===== src/rtl/pipe_ctrl.sv =====
// Pipeline hazard controller for the five-stage Y86 core: per-stage stall/bubble
// decisions, a run/drain/halt status machine and free-running performance counters.
module pipe_ctrl #(
    parameter int RET_LAT = 3,
    parameter int CNT_W   = 32
) (
    input  logic             clk,
    input  logic             rst,
    input  logic [7:0]       dec_icode,
    input  logic [7:0]       dec_srcA,
    input  logic [7:0]       dec_srcB,
    input  logic [7:0]       ex_icode,
    input  logic [7:0]       ex_dstM,
    input  logic             ex_Cnd,
    input  logic [7:0]       mem_stat,
    input  logic [7:0]       wb_icode,
    input  logic [7:0]       wb_stat,
    output logic             fetch_stall,
    output logic             dec_stall,
    output logic             dec_bubble,
    output logic             ex_bubble,
    output logic             mem_bubble,
    output logic             wb_stall,
    output logic             set_cc,
    output logic [7:0]       cpu_stat,
    output logic             halted,
    output logic [CNT_W-1:0] perf_cycles,
    output logic [CNT_W-1:0] perf_retired,
    output logic [CNT_W-1:0] perf_bubbles
);

    localparam logic [3:0] IC_RET    = 4'h9;
    localparam logic [7:0] IC_NOP    = 8'h01;
    localparam logic [7:0] IC_OPL    = 8'h06;
    localparam logic [7:0] IC_JXX    = 8'h07;
    localparam logic [7:0] IC_MRMOVL = 8'h05;
    localparam logic [7:0] IC_POPL   = 8'h0B;
    localparam logic [7:0] REG_NONE  = 8'h0F;
    localparam logic [7:0] STAT_AOK  = 8'h01;
    localparam logic [2:0] RET_LOAD  = 3'(RET_LAT - 1);

    typedef enum logic [1:0] {
        S_RUN    = 2'd0,
        S_DRAIN  = 2'd1,
        S_HALTED = 2'd2
    } state_t;

    state_t           r_state;
    logic [2:0]       r_ret_cnt;
    logic [7:0]       r_cpu_stat;
    logic             r_halted;
    logic [CNT_W-1:0] r_cycles;
    logic [CNT_W-1:0] r_retired;
    logic [CNT_W-1:0] r_bubbles;

    logic w_dec_ret;
    logic w_load_use;
    logic w_mispredict;
    logic w_ret_active;
    logic w_ret_load;
    logic w_mem_ok;
    logic w_wb_ok;

    logic w_fetch_stall;
    logic w_dec_stall;
    logic w_dec_bubble;
    logic w_ex_bubble;
    logic w_mem_bubble;
    logic w_wb_stall;
    logic w_set_cc;

    assign w_dec_ret    = (dec_icode[3:0] == IC_RET);
    assign w_load_use   = ((ex_icode == IC_MRMOVL) || (ex_icode == IC_POPL)) &&
                          (ex_dstM != REG_NONE) &&
                          ((ex_dstM == dec_srcA) || (ex_dstM == dec_srcB));
    assign w_mispredict = (ex_icode == IC_JXX) && !ex_Cnd;
    assign w_ret_active = w_dec_ret || (r_ret_cnt != 3'd0);
    // A ret that is being squashed or held in decode must not start the countdown.
    assign w_ret_load   = w_dec_ret && (r_ret_cnt == 3'd0) && !w_load_use && !w_mispredict;
    assign w_mem_ok     = (mem_stat == STAT_AOK);
    assign w_wb_ok      = (wb_stat == STAT_AOK);

    always_comb begin
        w_fetch_stall = 1'b0;
        w_dec_stall   = 1'b0;
        w_dec_bubble  = 1'b0;
        w_ex_bubble   = 1'b0;
        w_mem_bubble  = 1'b0;
        w_wb_stall    = 1'b0;
        w_set_cc      = 1'b0;
        if (rst) begin
            w_dec_bubble = 1'b1;
            w_ex_bubble  = 1'b1;
            w_mem_bubble = 1'b1;
        end else if (r_state == S_HALTED) begin
            w_fetch_stall = 1'b1;
            w_dec_stall   = 1'b1;
            w_wb_stall    = 1'b1;
        end else begin
            w_fetch_stall = w_load_use || w_ret_active;
            w_dec_stall   = w_load_use;
            w_dec_bubble  = w_mispredict || (w_ret_active && !w_load_use);
            w_ex_bubble   = w_mispredict || w_load_use;
            w_mem_bubble  = !w_mem_ok || !w_wb_ok;
            w_wb_stall    = !w_wb_ok;
            w_set_cc      = (ex_icode == IC_OPL) && w_mem_ok && w_wb_ok && (r_state == S_RUN);
        end
    end

    always_ff @(posedge clk) begin
        if (rst) begin
            r_state    <= S_RUN;
            r_ret_cnt  <= 3'd0;
            r_cpu_stat <= STAT_AOK;
            r_halted   <= 1'b0;
            r_cycles   <= '0;
            r_retired  <= '0;
            r_bubbles  <= '0;
        end else if (r_state != S_HALTED) begin
            r_cycles <= r_cycles + CNT_W'(1);
            if (w_wb_ok && (wb_icode != IC_NOP))
                r_retired <= r_retired + CNT_W'(1);
            if (w_dec_bubble || w_ex_bubble)
                r_bubbles <= r_bubbles + CNT_W'(1);

            if (w_ret_load)
                r_ret_cnt <= RET_LOAD;
            else if (r_ret_cnt != 3'd0)
                r_ret_cnt <= r_ret_cnt - 3'd1;

            // The first faulting instruction to reach write-back freezes the machine.
            if (!w_wb_ok) begin
                r_state    <= S_HALTED;
                r_cpu_stat <= wb_stat;
                r_halted   <= 1'b1;
            end else if (r_state == S_RUN && !w_mem_ok) begin
                r_state <= S_DRAIN;
            end
        end
    end

    assign fetch_stall  = w_fetch_stall;
    assign dec_stall    = w_dec_stall;
    assign dec_bubble   = w_dec_bubble;
    assign ex_bubble    = w_ex_bubble;
    assign mem_bubble   = w_mem_bubble;
    assign wb_stall     = w_wb_stall;
    assign set_cc       = w_set_cc;
    assign cpu_stat     = r_cpu_stat;
    assign halted       = r_halted;
    assign perf_cycles  = r_cycles;
    assign perf_retired = r_retired;
    assign perf_bubbles = r_bubbles;

endmodule


===== config.mk =====
export PLATFORM = sky130hd
export DESIGN_NAME = pipe_ctrl
export DESIGN_NICKNAME = d
export VERILOG_FILES = /design/src/rtl/pipe_ctrl.sv
export SDC_FILE = /design/constraint.sdc
export NUM_CORES = 1
export LEC_CHECK = 0
export BUFFER_PORTS_ARGS = -buffer_cell sky130_fd_sc_hd__buf_2
export CORE_MARGIN = 5
export CORE_UTILIZATION = 55
export CTS_BUF_LIST = sky130_fd_sc_hd__clkbuf_4 sky130_fd_sc_hd__clkbuf_8 sky130_fd_sc_hd__clkbuf_16
export DETAILED_ROUTE_END_ITERATION = 8
export PLACE_DENSITY = 0.86
export SETUP_SLACK_MARGIN = 0.5
export SYNTH_ARGS = -nofsm -noshare
export SYNTH_HDL_FRONTEND = slang
export SYNTH_SLANG_ARGS = --single-unit

===== constraint.sdc =====
create_clock -name clk -period 6.9 [get_ports clk]
set_input_delay 1.38 -clock clk [delete_from_list [all_inputs] [get_ports clk]]
set_output_delay 1.38 -clock clk [all_outputs]
set_load 0.02 [all_outputs]

==> flow_summary.toml <==
[run_status]
run_status = "finished clean"

[drt]
ant_nets = 0
drt_iter0_drc = 357
vias = 5573
route.detailed.drc = 0
wl_per_cell_um = 15.6
dr.pass1.iters = 5
vias_per_cell = 5.82
routed_wl_um = 14900

[grt]
grt_pass1_wl_um = 23900
grt_max_degree = 66
grt-ovfl-total = 0
first_global_vias = 5249
grt_util_all_layers_pct = 24.2
antenna_found_initial = 0

[timing]
slew_violations = 0
setup_viol = 0
post-route-min-period_ps = 4300
finalHoldViolCount = 0
clock_skew_ps = 6.71
fin_tns_setup_ps = 0
relSlewSlack_pct = 50.6
rsz0062_at_grt = "no"
worst_pin_slew_ps = 735
period_share_pct = 62.4
fmaxAchievable_mhz = 232

[synth]
synth_top_area_cell = "dfxtp_1"
syn-instance-count = 664
netlist_top_cells_area = "dfxtp_1, xor2_1, nor2_1"
synth_top_area_share_pct = 39.9
yosysMostFrequentCell = "dfxtp_1"
synth.avg_cell_area_um2 = 8.31
synth_area_mm2 = 0.00552
ys_ff_latch = 110
synth_edf_count = 0
yosysSeqAreaShare_pct = 39.9
async_flop_share_pct = 0
ys.flop_type = "dfxtp_1"
synth_nets = 736
ys_types = 49
ys_warn_count = 0
synth_commonest_cells = "dfxtp_1, nor2_1, xor2_1"

[power]
share_comb_of_total_power_pct = 15.4
irDropWorstVdd_mv = 0.0908
p_int_w = 0.000854
swShare_pct = 29.7
seqPwrFrac_pct = 54.2
p_leak_nw = 2.72
p_clk_share_pct = 30.5
p_total_w = 0.00122
power.density_mw_per_mm2 = 183
netSwitchingPower_w = 0.000361

[final_layout]
n_antenna_cell = 0
utilization_pct = 68.0
layout.nets = 891
syn_to_final_growth_pct = 20.5
drive_gt1_share_pct = 24.9
stdcell_count = 957

[setup_path]
crit_start = "ex_icode[5]"
cp.required_ps = 5520
worstPathArrival_ps = 2920
r2r-end = "perf_cycles[27]"
reg2reg_depth = 6
startpoint_type = "input port"
cp_max_fo = 4
critPathMaxStageDelay_ps = 330
reg2reg_slack_ps = 4100
cpMostUsedCell = "buf_2"
cp_slowest_cell = "nor4_4"
cp-endpoint = "dec_bubble"
reg2reg_from = "r_state[0]"
worstSetupEndpointType = "primary output"
crit_type = "in2out"
crit_path_cell_trace = "buf_2 > nor4_4 > o211ai_1 > a211o_1 > o21ai_0 > a21oi_1 > or2_2 > buf_2"

[placed_design]
place_congestion = 0.834
dpl.hpwl_um = 10800
numPortBuffers = 174
dp_cells = 941

[run]
max-cap-violations = 0

[min_path]
hold_path_class = "reg2reg"

[cts]
cts_buffer_depth = 2
hold_buffers = 0
clock_latency_ps = 370
post_cts_buffers = 0
cts_root_buffer = "clkbuf_8"
clk_pin_slew_ps = 110
cts_tree = "done"
post_cts_resize_count = 0
htree_levels = 3
cts.sinks = 110
cts_buffers = 9

[die]
die_h_um = 110
die_w_um = 110
core_mm2 = 0.00977
die-area_mm2 = 0.0121
start_util_pct = 56.4
row_count = 36
io_pins = 179
how the worst min path moves through the flow:
stage,start,to,slack [ps],cells after the start
2_1_floorplan,r_ret_cnt[0],r_ret_cnt[0],470,1
3_3_place_gp,cpu_stat[5],cpu_stat[5],440,2
3_5_place_dp,cpu_stat[3],cpu_stat[3],450,2
4_1_cts,cpu_stat[3],cpu_stat[3],470,2
5_1_grt,cpu_stat[4],cpu_stat[4],490,2
6_report,cpu_stat[3],cpu_stat[3],470,2
sequential cells by signal (all words and copies together) (netlist names):
register and count:
perf_bubbles 32, perf_retired 32, cpu_stat 8, r_state 2, r_ret_cnt 3, perf_cycles 32
halted 1
critical path: cells and delay by family:
kind | cells | cell delay [ps]
AND/OR/NAND/NOR | 2 | 610
buffers and inverters | 2 | 270
AO/OA/AOI/OAI | 4 | 660
placed cells by master (no fill, tap or decap), drive strengths merged, types with 9 or more instances in the layout:
cell and instances:
and3 16, xnor2 19, nor4 13, nand2 49, nor3 20, dfxtp 110
a21oi 44, nor2 82, or4 28, o31ai 27, nand4 34, xor2 52
and4 9, buf 180, nand3 37, inv 18, clkbuf 10, o21ai 10
power by group through the flow:
stage	registers [W]	clock network [W]	logic, W
finish	0.000658	0.000370	0.000187
global route	0.000661	0.000405	0.000206
CTS	0.000658	0.000377	0.000186
detailed placement	0.000672	0	0.000184
global placement	0.000671	0	0.000175
floorplan	0.000678	0	0.000122
layer usage:
| layer | vias up | part of all wire [%] | GRT usage (%) | wire length [um] |
|---|---|---|---|---|
| li1 | 2698 | - | - | - |
| met1 | 2645 | 41 | 29.3 | 6090 |
| met2 | 204 | 51 | 42.5 | 7590 |
| met3 | 26 | 6.6 | 5.24 | 982 |
| met4 | 0 | 1.7 | 7.92 | 246 |
| met5 | - | 0 | 0 | 0 |
metrics by stage:
step                      cell area, um2  setup WS (ps)  hold slack, ps
after floorplan                     5520           2830             467
after global placement              6470           2590             440
after detailed placement            6470           2600             451
after CTS                           6650           2590             466
after global routing                6650           2450             491
final                               6650           2600             466
area by class of cell:
type	instances	area [um2]
sequential	110	2200
clock buffer	10	138
multi-input combinational	502	3120
timing repair buffer	180	918
clock inverter	6	45.0
tap	133	166
fill	824	3120
inverter	16	60.1
cells by family after synthesis:
logic type / Yosys count / synth area share (%)
compound gates: 97 / 10.8
xor+xnor: 71 / 11.3
fa+ha+maj: 5 / 1.13
buf+inv: 52 / 3.65
flops: 110 / 39.9
mux: 5 / 0.998
simple gates: 324 / 32.2
Power figures use the tool's default switching activity.
